**src/rtl/esfa_arb_pkg.sv**
```systemverilog
`default_nettype none
// ============================================================================
// Module      : esfa_arb_pkg
// Description : Shared constants and the state type for the ESFA request
//               arbiter (field width, latency counter width, idle selector).
// Revision    : 1.0 - initial release
// ============================================================================
package esfa_arb_pkg;

  localparam int ESFA_FIELD_W = 8;
  localparam int LAT_CNT_W    = 4;

  // Selector code that the ESFA datapath treats as "no operation".
  localparam logic [ESFA_FIELD_W-1:0] DEFAULT_SEL_IDLE = 8'h00;

  typedef enum logic [1:0] {
    ST_IDLE    = 2'd0,
    ST_ISSUE   = 2'd1,
    ST_WAIT    = 2'd2,
    ST_RESPOND = 2'd3
  } arb_state_e;

endpackage : esfa_arb_pkg
`default_nettype wire

```
**src/rtl/esfa_rr_picker.sv**
```systemverilog
`default_nettype none
// ============================================================================
// Module      : esfa_rr_picker
// Description : Combinational round-robin picker. Scans the request vector
//               starting one position above the rr pointer (with wrap) and
//               returns the first set request as a one-hot grant and a
//               binary id.
// Revision    : 1.0 - initial release
// Ports       : req_i   - request vector
//               rr_i    - id of the most recent round-robin winner
//               grant_o - one-hot grant (zero when no request)
//               id_o    - binary id of the winner
//               found_o - at least one request present
// ============================================================================
module esfa_rr_picker #(
  parameter int NUM_REQ = 4,
  parameter int ID_W    = 2
) (
  input  logic [NUM_REQ-1:0] req_i,
  input  logic [ID_W-1:0]    rr_i,
  output logic [NUM_REQ-1:0] grant_o,
  output logic [ID_W-1:0]    id_o,
  output logic               found_o
);

  int              w_idx;
  logic [ID_W-1:0] w_sel;

  always_comb begin
    grant_o = '0;
    id_o    = '0;
    found_o = 1'b0;
    w_idx   = 0;
    w_sel   = '0;
    // Offset 1..NUM_REQ so the previous winner is examined last.
    for (int off = 1; off <= NUM_REQ; off++) begin
      w_idx = (int'(rr_i) + off) % NUM_REQ;
      w_sel = ID_W'(w_idx);
      if (!found_o && req_i[w_sel]) begin
        found_o        = 1'b1;
        grant_o[w_sel] = 1'b1;
        id_o           = w_sel;
      end
    end
  end

endmodule : esfa_rr_picker
`default_nettype wire

```
**src/rtl/esfa_request_arbiter.sv**
```systemverilog
`default_nettype none
// ============================================================================
// Module      : esfa_request_arbiter
// Description : Shares one ESFADesign datapath between NUM_REQ requesters.
//               Grants round-robin, issues the winner's op for one cycle,
//               waits RESULT_LATENCY cycles, then returns the sampled result
//               to the winner with a one-cycle rsp_valid strobe.
// Revision    : 1.0 - initial release
// Config      : ESFA_ARB_PRIORITY_EN - when defined, requester 0 has strict
//               priority and the others round-robin among themselves.
// Ports       : clk, reset          - clock, synchronous active-high reset
//               req_*               - per-requester op (valid/ready, packed
//                                     8-bit fields, requester i at [8i+:8])
//               rsp_valid/bool/value- response strobe and captured result
//               esfa_*              - datapath drive and result inputs
//               busy                - arbiter not idle
// ============================================================================
module esfa_request_arbiter
  import esfa_arb_pkg::*;
#(
  parameter int                     NUM_REQ        = 4,
  parameter int                     RESULT_LATENCY = 1,
  parameter logic [ESFA_FIELD_W-1:0] SEL_IDLE      = DEFAULT_SEL_IDLE
) (
  input  logic                            clk,
  input  logic                            reset,
  input  logic [NUM_REQ-1:0]              req_valid,
  output logic [NUM_REQ-1:0]              req_ready,
  input  logic [NUM_REQ-1:0]              req_mutating,
  input  logic [ESFA_FIELD_W*NUM_REQ-1:0] req_handle,
  input  logic [ESFA_FIELD_W*NUM_REQ-1:0] req_index,
  input  logic [ESFA_FIELD_W*NUM_REQ-1:0] req_value,
  input  logic [ESFA_FIELD_W*NUM_REQ-1:0] req_selector,
  output logic [NUM_REQ-1:0]              rsp_valid,
  output logic                            rsp_bool,
  output logic [ESFA_FIELD_W-1:0]         rsp_value,
  output logic [ESFA_FIELD_W-1:0]         esfa_queried_handle,
  output logic [ESFA_FIELD_W-1:0]         esfa_new_index,
  output logic [ESFA_FIELD_W-1:0]         esfa_new_value,
  output logic [ESFA_FIELD_W-1:0]         esfa_selector,
  input  logic                            esfa_result_bool,
  input  logic [ESFA_FIELD_W-1:0]         esfa_result_value,
  output logic                            busy
);

  localparam int                   ID_W     = (NUM_REQ > 1) ? $clog2(NUM_REQ) : 1;
  localparam logic [ID_W-1:0]      RR_RESET = ID_W'(NUM_REQ - 1);
  localparam logic [LAT_CNT_W-1:0] CNT_LOAD = LAT_CNT_W'(RESULT_LATENCY - 1);

  arb_state_e                state_q;
  logic [ID_W-1:0]           rr_q;
  logic [ID_W-1:0]           id_q;
  logic [LAT_CNT_W-1:0]      cnt_q;
  logic [ESFA_FIELD_W-1:0]   esfa_handle_q;
  logic [ESFA_FIELD_W-1:0]   esfa_index_q;
  logic [ESFA_FIELD_W-1:0]   esfa_value_q;
  logic [ESFA_FIELD_W-1:0]   esfa_sel_q;
  logic [NUM_REQ-1:0]        rsp_valid_q;
  logic                      rsp_bool_q;
  logic [ESFA_FIELD_W-1:0]   rsp_value_q;

  logic [NUM_REQ-1:0]        w_pick_req;
  logic [NUM_REQ-1:0]        w_pick_grant;
  logic [ID_W-1:0]           w_pick_id;
  logic                      w_pick_found;
  logic [NUM_REQ-1:0]        w_win_grant;
  logic [ID_W-1:0]           w_win_id;
  logic                      w_win_found;
  logic                      w_rr_update;
  logic                      w_fire;
  logic [ID_W+2:0]           w_base;

  // Mutating ops travel the same issue/wait/respond path as queries; the
  // flag only tells the requester the returned result is not meaningful.
  logic                      w_unused_mutating;
  assign w_unused_mutating = ^req_mutating;

`ifdef ESFA_ARB_PRIORITY_EN
  // Requester 0 is removed from the rotation and overrides it when valid.
  assign w_pick_req = {req_valid[NUM_REQ-1:1], 1'b0};

  always_comb begin
    w_win_grant = w_pick_grant;
    w_win_id    = w_pick_id;
    w_win_found = w_pick_found;
    w_rr_update = 1'b1;
    if (req_valid[0]) begin
      w_win_grant = NUM_REQ'(1);
      w_win_id    = '0;
      w_win_found = 1'b1;
      w_rr_update = 1'b0;
    end
  end
`else
  assign w_pick_req  = req_valid;
  assign w_win_grant = w_pick_grant;
  assign w_win_id    = w_pick_id;
  assign w_win_found = w_pick_found;
  assign w_rr_update = 1'b1;
`endif

  esfa_rr_picker #(
    .NUM_REQ (NUM_REQ),
    .ID_W    (ID_W)
  ) u_picker (
    .req_i   (w_pick_req),
    .rr_i    (rr_q),
    .grant_o (w_pick_grant),
    .id_o    (w_pick_id),
    .found_o (w_pick_found)
  );

  assign w_fire    = (state_q == ST_IDLE) && w_win_found && !reset;
  assign req_ready = w_fire ? w_win_grant : '0;

  // Bit offset of the winner's 8-bit field inside the packed buses.
  assign w_base = {w_win_id, 3'b000};

  always_ff @(posedge clk) begin
    if (reset) begin
      state_q       <= ST_IDLE;
      rr_q          <= RR_RESET;
      id_q          <= '0;
      cnt_q         <= '0;
      esfa_handle_q <= '0;
      esfa_index_q  <= '0;
      esfa_value_q  <= '0;
      esfa_sel_q    <= SEL_IDLE;
      rsp_valid_q   <= '0;
      rsp_bool_q    <= 1'b0;
      rsp_value_q   <= '0;
    end else begin
      case (state_q)
        ST_IDLE: begin
          if (w_fire) begin
            esfa_handle_q <= req_handle[w_base +: ESFA_FIELD_W];
            esfa_index_q  <= req_index[w_base +: ESFA_FIELD_W];
            esfa_value_q  <= req_value[w_base +: ESFA_FIELD_W];
            esfa_sel_q    <= req_selector[w_base +: ESFA_FIELD_W];
            id_q          <= w_win_id;
            if (w_rr_update) begin
              rr_q <= w_win_id;
            end
            state_q <= ST_ISSUE;
          end
        end
        ST_ISSUE: begin
          // Selector is live for the issue cycle only; operands stay put.
          esfa_sel_q <= SEL_IDLE;
          cnt_q      <= CNT_LOAD;
          state_q    <= ST_WAIT;
        end
        ST_WAIT: begin
          if (cnt_q == '0) begin
            rsp_bool_q  <= esfa_result_bool;
            rsp_value_q <= esfa_result_value;
            rsp_valid_q <= NUM_REQ'(1) << id_q;
            state_q     <= ST_RESPOND;
          end else begin
            cnt_q <= cnt_q - LAT_CNT_W'(1);
          end
        end
        ST_RESPOND: begin
          rsp_valid_q <= '0;
          state_q     <= ST_IDLE;
        end
        default: begin
          state_q <= ST_IDLE;
        end
      endcase
    end
  end

  assign esfa_queried_handle = esfa_handle_q;
  assign esfa_new_index      = esfa_index_q;
  assign esfa_new_value      = esfa_value_q;
  assign esfa_selector       = esfa_sel_q;
  assign rsp_valid           = rsp_valid_q;
  assign rsp_bool            = rsp_bool_q;
  assign rsp_value           = rsp_value_q;
  assign busy                = (state_q != ST_IDLE);

endmodule : esfa_request_arbiter
`default_nettype wire

```
**config.mk**
```make
export PLATFORM = sky130hd
export DESIGN_NAME = esfa_request_arbiter
export DESIGN_NICKNAME = d
export VERILOG_FILES = /design/src/rtl/esfa_arb_pkg.sv /design/src/rtl/esfa_rr_picker.sv /design/src/rtl/esfa_request_arbiter.sv
export SDC_FILE = /design/constraint.sdc
export NUM_CORES = 1
export LEC_CHECK = 0
export CORE_UTILIZATION = 36
export CTS_CLUSTER_DIAMETER = 50
export DETAILED_ROUTE_END_ITERATION = 6
export GPL_TIMING_DRIVEN = 0
export HOLD_SLACK_MARGIN = 0.03
export PLACE_DENSITY = 0.69
export SETUP_SLACK_MARGIN = 0.02
export SYNTH_ARGS = -nofsm -noshare
export SYNTH_HDL_FRONTEND = slang
export SYNTH_SLANG_ARGS = --single-unit
```
**constraint.sdc**
```tcl
create_clock -name clk -period 4.7 [get_ports clk]
set_input_delay 0.94 -clock clk [delete_from_list [all_inputs] [get_ports clk]]
set_output_delay 0.94 -clock clk [all_outputs]
set_load 0.01 [all_outputs]
```
==> results.toml <==
[critical_path]
crit_arrival_ns = 3.58
crit_type = "primary input to output port"
cp-start-kind = "primary input"
endpoint_kind = "output port"
required_ns = 3.76
rrSetupSlack_ns = 1.14
path_max_fanout = 19
rr_worst_depth = 13
reg2reg_to = "esfa_queried_handle[6]$_SDFFE_PP0P_"
worst_r2r_startpoint = "rr_q[0]$_SDFFE_PP1P_"

[place]
dpl.hpwl_mm = 13.2
io_buffers = 191
place_congestion = 0.941

[sta]
worstMarginPinSlew_ns = 0.934
skew_ns = 0.00645
setup_viol = 0
post-route-min-period_ns = 4.52
setup_tns_ns = 0
maxSlewHeadroom_pct = 37.7
rsz0062_at_grt = "false"
hold_viol_final = 0
slew_violations = 0
fmax_mhz = 221
holdWs_ns = 0.461
fin_crit_sh_pct = 96.1

[pwr]
intPower_mw = 1.94
combPwrFrac_pct = 68.6
clkPwrFrac_pct = 12.2
powerDensity_nw_per_um2 = 538
vdd_ir_drop_max_v = 0.000285
sw_frac_of_total_pct = 46.6
power.switching_mw = 1.69
sequentialPowerShare_pct = 19.1
total_power_mw = 3.63
power.leakage_nw = 2.50

[finish]
final_common_cell = "clkdlybuf4s50_1"
nets = 901
final_cell_mix = "clkdlybuf4s50_1 (190), nand3_1 (75), dfxtp_1 (54)"
nFillCells = 1086
antenna_cells = 0
seq_area_um2 = 1100
area_growth_pct = 52.1
multiInputGateArea_um2 = 3010
drive_gt1_share_pct = 10.4

[global_routing]
antenna_found_initial = 0
grt_util_all_layers_pct = 26.6
grt_pass1_vias = 5472
grt_first_pass_wirelength_mm = 27.1
grt_overflow = 0
grt_start_max_net_pins = 18

[floorplan]
dieArea_um2 = 12800
start_util_pct = 36.9
die_x_um = 113
core_area_um2 = 12000
io-pin-count = 197
die_y_um = 113
core.rowCount = 40

[synthesis]
ys.flop_type = "dfxtp_1"
syn_nets = 705
postSynthCellCount = 543
synth_edf_count = 0
post_synth_instance_area_um2 = 4430
async_flop_share_pct = 0
ys_ff_latch = 55
ys_types = 58
avgSynthCellArea_um2 = 8.16
synth-seq-area-share_pct = 24.9
synth_warnings = 0

[route]
routedWlPerCell_um = 19.5
drt_first_pass_iters = 5
ant_nets = 0
drc = 0
vias_per_cell = 6.10
drt_iter0_markers = 450
drt-total-wl_mm = 17.3
dr_total_vias = 5410

[job]
maxCapViolCount = 0

[cts]
clk-insertion-delay-late_ns = 0.30
root_buffer = "clkbuf_16"
cts_buffers = 5
path_clk_slew_ns = 0.08
max-clock-path-buffers = 2
ctsHtreeMaxLevel = 2
clock-sinks = 55
cts_tree = "done"

[status]
status = "finished, final reports clean"

[min_path]
hold_path.startpoint = "rsp_value[5]$_SDFFE_PP0P_"
whs_path_depth = 2
whs_endpoint = "rsp_value[5]$_SDFFE_PP0P_"
hold_path_class = "register to register"
## worst max path at each step
stage / startpoint / to / slack, ns / depth (start not counted)
finish: req_valid[3] / req_ready[2] / 0.18 / 8
floorplan: rr_q[0]$_SDFFE_PP1P_ / req_ready[0] / 0.55 / 14
global route: rr_q[0]$_SDFFE_PP1P_ / req_ready[2] / 0.02 / 13
detailed placement: rr_q[0]$_SDFFE_PP1P_ / req_ready[3] / -0.69 / 15
global placement: rr_q[0]$_SDFFE_PP1P_ / req_ready[3] / -0.63 / 15
CTS: rr_q[0]$_SDFFE_PP1P_ / req_ready[2] / 0.03 / 13
## per-layer routing
| layer | share of wire [%] | track usage [%] | vias to the layer above | routed length, um |
|---|---|---|---|---|
| li1 | - | - | 2517 | - |
| met1 | 41 | 31.9 | 2593 | 7060 |
| met2 | 49 | 48.0 | 259 | 8510 |
| met3 | 7.1 | 3.64 | 41 | 1230 |
| met4 | 2.8 | 10.4 | 0 | 492 |
| met5 | 0 | 0 | - | 0 |
## per-stage QoR
step	instance area [um2]	utilization [%]	cells	worst slack [ns]
after floorplan	4430	-	543	0.553
after global placement	6530	54.3	881	-0.626
after detailed placement	6530	54.3	881	-0.693
after CTS	6720	56.0	888	0.0290
after global routing	6740	56.1	887	0.0197
final	6740	56.1	887	0.185
## synthesized netlist by cell type (all sizes together), types with 19 or more instances
master	n	area, um2
clkbuf	23	87.6
a21oi	20	100
o221ai	29	254
buf	33	211
nand2	29	114
dfxtp	55	1100
mux2i	23	230
o21ai	48	244
nand3	75	375
nor2	26	100
a221oi	19	216
## state kept, by name, summed over array words and instances (netlist names)
name and count:
cnt_q 4, esfa_new_index 8, esfa_new_value 8, esfa_queried_handle 8, esfa_selector 8, id_q 2
rr_q 2, rsp_bool 1, rsp_valid 4, rsp_value 8, state_q 2
## critical path, stage by stage
cell and delay [ns]:
clkdlybuf4s50_1 0.50, buf_2 0.24, mux4_2 0.47, buf_2 0.26, clkbuf_2 0.25, a221oi_1 0.35, nor2_1 0.07, clkdlybuf4s50_1 0.48
## cells by family after synthesis
group / share of synthesized area [%]
adders and majority gates: 4.24
xor gates and xnor gates: 0.396
DFF: 24.9
AOI/OAI and AO/OA: 34.3
muxes: 7.99
buffers and inverters: 7.51
and+or+nand+nor: 20.7
## what timing repair did
action | in CTS | in global routing
hold endpoints to repair | 0 | 0
setup endpoints to repair | 4 | 4
hold buffers | 0 | 0
gates cloned | 0 | 0
gates resized for setup | 9 | 11
buffers inserted | 1 | 0
pin swaps | 1 | 1
## power groups by stage
stage / combinational [mW] / clock, mW / sequential, mW
global placement: 2.37 / 0 / 0.694
finish: 2.49 / 0.443 / 0.694
CTS: 2.46 / 0.447 / 0.692
floorplan: 1.55 / 0 / 0.731
global route: 2.68 / 0.462 / 0.709
detailed placement: 2.43 / 0 / 0.700
## layout make-up
cell class	count	share of cell area, %
clock inverter	2	0.576
timing repair buffer	192	28.5
inverter	9	0.557
multi-input combinational	423	44.7
sequential	55	16.4
clock buffer	6	1.91
buffer	53	4.61
tap	147	2.73
Note: power is estimated with default switching activity, not from simulation.
